$ cat src/rtl/status_unit.sv
// ---------------------------------------------------------------------------
// status_unit : NZCV status register with in-flight S-writer tracking,
//               EX-flag forwarding and flag-hazard stall for the ID stage.
// Revision    : 1.0
// ---------------------------------------------------------------------------
`default_nettype none

module status_unit #(
  parameter int LAT    = 1,
  parameter bit FWD_EN = 1'b1
) (
  input  logic       clk,
  input  logic       rst,
  input  logic       id_valid,
  input  logic [3:0] id_cond,
  input  logic       id_s,
  input  logic       freeze,
  input  logic       flush,
  input  logic [3:0] ex_flags,
  output logic [3:0] status_out,
  output logic       flag_stall,
  output logic [3:0] sr
);

  localparam logic [3:0] C_COND_AL = 4'b1110;
  localparam logic [3:0] C_COND_NV = 4'b1111;

  logic [LAT-1:0] pend_q, pend_d;
  logic [3:0]     sr_q, sr_d;
  logic           needs_cond;
  logic           older_busy;
  logic           tail_busy;
  logic           issue;

  assign needs_cond = id_valid & (id_cond != C_COND_AL) & (id_cond != C_COND_NV);
  assign tail_busy  = pend_q[LAT-1];

  // pend[0] is the youngest issued writer; pend[LAT-1] sits in the EX commit slot
  generate
    if (LAT == 1) begin : g_lat_one
      assign older_busy = 1'b0;
      assign pend_d     = issue;
    end else begin : g_lat_multi
      assign older_busy = |pend_q[LAT-2:0];
      assign pend_d     = {pend_q[LAT-2:0], issue};
    end
  endgenerate

  generate
    if (FWD_EN) begin : g_fwd
      assign flag_stall = needs_cond & older_busy;
      assign status_out = tail_busy ? ex_flags : sr_q;
    end else begin : g_nofwd
      assign flag_stall = needs_cond & (older_busy | tail_busy);
      assign status_out = sr_q;
    end
  endgenerate

  assign issue = id_valid & id_s & ~flush & ~freeze & ~flag_stall;
  assign sr_d  = tail_busy ? ex_flags : sr_q;

  // The pipe drains unconditionally; stalls only stop new writers entering
  always_ff @(posedge clk or posedge rst) begin
    if (rst) begin
      pend_q <= '0;
      sr_q   <= 4'b0000;
    end else begin
      pend_q <= pend_d;
      sr_q   <= sr_d;
    end
  end

  assign sr = sr_q;

endmodule

`default_nettype wire

$ cat config.mk
export PLATFORM = sky130hd
export DESIGN_NAME = status_unit
export DESIGN_NICKNAME = d
export VERILOG_FILES = /design/src/rtl/status_unit.sv
export SDC_FILE = /design/constraint.sdc
export NUM_CORES = 1
export LEC_CHECK = 0
export CAP_MARGIN = 20
export CORE_AREA = 5 5 42 44
export CTS_CLUSTER_DIAMETER = 200
export DETAILED_ROUTE_END_ITERATION = 6
export DIE_AREA = 0 0 47 49
export PLACE_DENSITY_LB_ADDON = 0.12
export SLEW_MARGIN = 15
export SYNTH_ARGS = -nofsm -noshare
export SYNTH_HDL_FRONTEND = slang
export SYNTH_SLANG_ARGS = --single-unit
$ cat constraint.sdc
create_clock -name clk -period 0.9 [get_ports clk]
set_input_delay 0.18 -clock clk [delete_from_list [all_inputs] [get_ports clk]]
set_output_delay 0.18 -clock clk [all_outputs]
set_load 0.005 [all_outputs]
After elaboration in Yosys (flattened, before gate mapping)
Cells that the tools add are included.
{"block": "word_totals", "ff_bits": 5, "input_bits": 14, "elab_cells": 8}
{"block": "classes", "mux": 1, "n_bitwise": 5}
{"operator": "$mux W4", "count": 1}
{"operator": "$and A1 B1 Y1", "count": 3}
{"operator": "$not A1 Y1", "count": 2}

Logic depth before layout (Yosys ltp)
Gate-level depths: netlist (run 1).
{"block": "depth", "depth_word": 3, "ltp_mapped": 1}

Worst setup path before layout (run 1)
Ideal clock, no wire load.
{"block": "synth_timing", "kind": "reg2out", "from": "reg pend_q", "to": "out status_out[0]", "t_arrival_ns": 0.731, "slack_ns": -0.011, "stages_incl_launch_ff": 2, "n_path_buf": 0, "path_cell_list": "dfrtp_1 > mux2_2"}
{"block": "synth_via", "elab_chain_cells": 1}
{"element": "start, declared", "line_no": "28", "text": "logic [LAT-1:0] pend_q, pend_d;"}
{"element": "start signal, assigned", "line_no": "68", "text": "pend_q <= pend_d;"}
{"element": "$mux W4"}
{"element": "end, declared", "line_no": "20", "text": "output logic [3:0] status_out,"}
No other way between the ends.

Worst setup path after layout (run 1)
{"block": "layout_timing", "from": "reg pend_q", "to": "out status_out[1]"}
Same word-level chain as after synthesis.

==> reports/metrics.yaml, run 1 <==
ios: 23
cts_root_buffer: "clkbuf_4"
fin_area_um2: 439.2
clock_latency_ns: 0.24
area_growth_pct: 125.0
power.leakage_nw: 0.2091
synth.distinct_cells: 6
cts_tree: "built"
yosysSeqAreaShare_pct: 64.10
synth_area_um2: 195.2
pwr_density_cell_nw_per_um2: 1847
p_clk_share_pct: 31.2
path_class: "reg2out"
synth-seq-cells: 5
htreeDepth: 1
final_max_slew_viol_count: 0
fin_nets: 51
grt_util_all_layers_pct: 5.159
drive_gt1_share_pct: 52.78
globalRoute.totalOverflow: 0
wl_per_cell_um: 10.52
synth_nets: 27
hold_viol: 0
crit_fanout: 4
gp_congestion: 0.5601
routed_wl_um: 547
rr_worst_depth: 2
cp_data_required_time_ns: 0.72
drc: 0
viasPerCell: 3.596
setup_violations: 10
portBuffers: 17
final_cell_mix: "9 x clkdlybuf4s50_1, 7 x buf_6, 4 x mux2_4, 4 x dfrtp_1, 3 x clkbuf_4"
status: "finished with violations"
seqPwrFrac_pct: 35.6
syn_avg_cell_area_um2: 15.01
ant_nets: 0
chipHeight_um: 49
hold_path.class: "in2async"
fmax_ghz: 0.7153
antenna_cells: 0
p_sw_mw: 0.1875
die-area_um2: 2303
cts_buffer_depth: 2
cts_buffers: 3
final.setup.tns_ns: -2.149
ir_worst_vdd_uv: 627.6
fin_skew_ns: 0.003067
final_common_cell: "clkdlybuf4s50_1"
violations: "setup timing"
initial_core_util_pct: 13.93
drt_iter0_markers: 2
yosysWarnings: 0
p_sw_share_pct: 23.12
numClockSinks: 5
rsz0062_at_grt: "true"
min_period_ns: 1.398
fin_ws_ns: -0.4981
internal_power_mw: 0.6235
num_rows: 14
power.total_mw: 0.8110
finalCritPeriodShare_pct: 155.3
clkTransAtPathRegs_ns: 0.04
pwr-share-comb_pct: 33.2
grt_pass1_wl_um: 814
grt_pass1_vias: 214
cap_viol_max_count: 0
hold_buffers: 0
core_area_um2: 1401
end_kind: "output port"
worst_setup_path_start_kind: "flip-flop"
routed-via-count: 187
antenna_found_initial: 0
grt_max_degree: 6
dr.pass1.iters: 2
die-width_um: 47
netlist_instances: 13
cp.arrival_ns: 1.22
placed_area_um2: 377.9
-- cells in the mapped netlist --
cell type  number  area [um2]
dfrtp_1         5       125.1
mux2_2          4       45.04
buf_4           1       7.510
conb_1          1       3.750
inv_1           1       3.750
nor4bb_1        1       10.01
-- stage by stage --
stage	setup WS [ns]	hold WS, ns	std cells	util [%]
floorplan	-0.01150	-0.04148	13	-
global placement	-0.5832	0.3990	45	26.96
detailed placement	-0.5914	0.4097	45	26.96
CTS	-0.5112	0.1588	52	32.05
global route	-0.5294	0.1698	52	31.34
finish	-0.4981	0.1480	52	31.34
-- final cells by class --
type                       instances  area [um2]
timing repair buffer              20       188.9
fill                             154       962.2
clock buffer                       4       26.28
multi-input combinational          6       73.82
inverter                           1       3.754
tap                               16       20.02
sequential                         5       126.4
-- critical path, cell delays in order, from the launching register on --
cell	delay, ns
dfrtp_2	0.44
buf_6	0.13
mux2_4	0.30
buf_6	0.12
-- per-layer routing --
metal	wire length, um	GRT usage (%)	part of all wire [%]	up-vias
met2	271	7.240	50	10
met4	0	4.147	0	0
met1	210	4.889	38	89
met3	65	3.690	12	0
met5	0	0	0	-
li1	-	-	-	88
-- logic make-up after synthesis --
kind of cell           Yosys count  synth area share (%)
flip-flops                       5                 64.10
other                            1                 1.921
multiplexers                     4                 23.08
buffers and inverters            2                 5.769
AND/OR/NAND/NOR                  1                 5.128
-- worst paths after layout --
| kind | slack [ns] | end | from |
|---|---|---|---|
| max | -0.50 | status_out[1] | pend_q |
| min | 0.15 | sr[1] | rst |
| max reg2reg | -0.08 | sr[0] | pend_q |
| min reg2reg | 0.52 | sr[3] | sr[3] |
| max in group asynchronous | 0.57 | pend_q | rst |
| min in group clk | 0.48 | pend_q | freeze |
-- flip-flops by register name (all words and copies together) (netlist names) --
signal / count
sr: 4
pend_q: 1
-- power groups by stage --
stage | sequential [mW] | combinational [mW] | clock (mW)
2_1_floorplan | 0.293 | 0.0622 | 0
3_3_place_gp | 0.288 | 0.268 | 0
3_5_place_dp | 0.291 | 0.268 | 0
4_1_cts | 0.289 | 0.286 | 0.267
5_1_grt | 0.293 | 0.284 | 0.283
6_report | 0.288 | 0.269 | 0.253
-- repair_timing --
item | 4_1_cts | 5_1_grt
hold endpoints to repair | 0 | 0
setup endpoints to repair | 12 | 11
resized for setup | 40 | 2
setup buffers | 3 | 0
Power figures use the tool's default switching activity.
==> run 2, diff against run 1 <==
==> constraint.sdc (replaced) <==
create_clock -name clk -period 0.9 [get_ports clk]
set_input_delay 0.18 -clock clk [delete_from_list [all_inputs] [get_ports clk]]
set_output_delay 0.18 -clock clk [all_outputs]
set_load 0.05 [all_outputs]
==> reports/metrics.yaml, run 2 (synthesis results as in run 1) <==
placed_area_um2: 508.0  # +34%
ios: 23  # unchanged
cp_data_required_time_ns: 0.72  # about the same
initial_core_util_pct: 13.93  # unchanged
gp_congestion: 0.5938  # +6.0%
power.leakage_nw: 0.2494  # +19%
fin_nets: 53  # +3.9%
finalCritPeriodShare_pct: 150.8  # -4.5 points
hold_path.class: "in2async"
cts_root_buffer: "clkbuf_4"
fin_area_um2: 561.8  # +28%
cts_buffer_depth: 2  # unchanged
rsz0062_at_grt: "true"
die-area_um2: 2303  # unchanged
portBuffers: 17  # unchanged
worst_setup_path_start_kind: "flip-flop"
path_class: "reg2out"
clkTransAtPathRegs_ns: 0.04  # about the same
critPathBufInv: 1  # -1
routed_wl_um: 584  # +6.8%
fin_skew_ns: 0.001391  # -0.001676 ns
cp.arrival_ns: 1.18  # -0.04 ns
grt_pass1_vias: 204  # -4.7%
area_growth_pct: 187.8
routed-via-count: 197  # +5.3%
hold_viol: 0  # unchanged
drc: 0  # unchanged
wl_per_cell_um: 10.81  # +2.8%
setup_violations: 12  # +2
final_common_cell: "clkdlybuf4s50_1"
p_sw_share_pct: 36.82  # +14 points
max_stage_delay_ns: 0.45  # about the same
pwr_density_cell_nw_per_um2: 2604  # +41%
die-width_um: 47  # unchanged
fin_ws_ns: -0.4572  # +0.04085 ns
viasPerCell: 3.648  # +1.4%
hold_buffers: 0  # unchanged
clock_latency_ns: 0.24  # about the same
chipHeight_um: 49  # unchanged
pwr-share-comb_pct: 61.5  # +28 points
num_rows: 14  # unchanged
cts_tree: "built"
crit_fanout: 4  # unchanged
cts_buffers: 3  # unchanged
startpoint: "pend_q"
antenna_cells: 0  # unchanged
dr.pass1.iters: 1  # -1
drt_iter0_markers: 0  # -2
stdcell_count: 54  # +3.8%
ir_worst_vdd_uv: 1149  # +83%
grt_util_all_layers_pct: 5.799  # +0.64 points
critical-path-top-delay-family: "flip-flops"
critPathSlowestCell: "dfrtp_2"
largest_reg_flops: 4  # unchanged
grt_pass1_wl_um: 862  # +5.9%
htreeDepth: 1  # unchanged
final_cell_mix: "9 x clkdlybuf4s50_1, 8 x buf_12, 5 x dfrtp_2, 5 x buf_6, 4 x mux2_4"
end_kind: "output port"
drive_gt1_share_pct: 65.79  # +13 points
utilization_pct: 40.09  # +8.8 points
numClockSinks: 5  # unchanged
grt_max_degree: 6  # unchanged
p_clk_share_pct: 17.8  # -13 points
status: "finished with violations"
violations: "setup timing"
min_period_ns: 1.357  # -0.04085 ns
dp.cells: 49  # +8.9%
final_max_slew_viol_count: 0  # unchanged
antenna_found_initial: 0  # unchanged
ant_nets: 0  # unchanged
core_area_um2: 1401  # unchanged
rr_startpoint: "pend_q"
globalRoute.totalOverflow: 0  # unchanged
fmax_ghz: 0.7368  # +3.0%
p_sw_mw: 0.5387  # +190%
path_cells: "mux2_4 -> buf_12"
dp_hpwl_um: 461.5
cap_viol_max_count: 0  # unchanged
internal_power_mw: 0.9244  # +48%
seqPwrFrac_pct: 20.7  # -15 points
## run 2: changes by cell type in the layout (fill, tap and decap cells not counted), sizes merged
cell	change
buf	+4
clkbuf	-2
## run 2: stage by stage
stage	power (mW)	setup TNS [ns]	hold slack [ns]	worst slack, ns
after global placement	1.154	-1.595	0.4026	-0.2924
after detailed placement	1.162	-1.681	0.3984	-0.3013
final	1.463	-2.612	0.1466	-0.4572
after CTS	1.484	-2.729	0.1386	-0.4671
after floorplan	0.6816	-1.214	-0.04175	-0.1632
after global routing	1.546	-3.032	0.1460	-0.5035
## run 2: layer usage
metal | GRT usage, % | up-vias | wire (um)
li1 | - | 91 | -
met1 | 5.345 | 92 | 214
met2 | 7.692 | 14 | 290
met3 | 6.642 | 0 | 79
met4 | 2.765 | 0 | 0
met5 | 0 | - | 0
## run 2: worst register-to-register path, delay by kind of cell, from the launching register on
kind | cells | cell delay (ns)
buffers and inverters | 1 | 0.12
DFF | 1 | 0.45
muxes | 1 | 0.34
## run 2: timing repair
item                                    4_1_cts  5_1_grt
endpoints found under the setup margin       12       12
resized for setup                             5        4
setup buffers                                 2        3
## run 2: area by class of cell
type                       instances  area, um2
clock buffer                       4      26.28
sequential                         5      131.4
multi-input combinational          6      73.82
timing repair buffer              22      306.5
fill                             142      839.6
tap                               16      20.02
inverter                           1      3.754
## run 2: power by group through the flow
| stage | Sequential (mW) | Combinational [mW] | Clock [mW] |
|---|---|---|---|
| 2_1_floorplan | 0.442 | 0.239 | 0 |
| 3_3_place_gp | 0.298 | 0.856 | 0 |
| 3_5_place_dp | 0.299 | 0.863 | 0 |
| 4_1_cts | 0.303 | 0.902 | 0.279 |
| 5_1_grt | 0.307 | 0.931 | 0.308 |
| 6_report | 0.303 | 0.900 | 0.260 |
## run 2: final timing paths
path | end | slack (ns) | cells after the start
worst max-delay path | status_out[2] | -0.46 | 2
worst min-delay path | sr[2] | 0.15 | 2
worst min register to register | sr[1] | 0.56 | 1
max in group asynchronous | sr[1] | 0.56 | 2
worst max register to register | sr[2] | -0.10 | 2
min in group clk | pend_q | 0.48 | 2
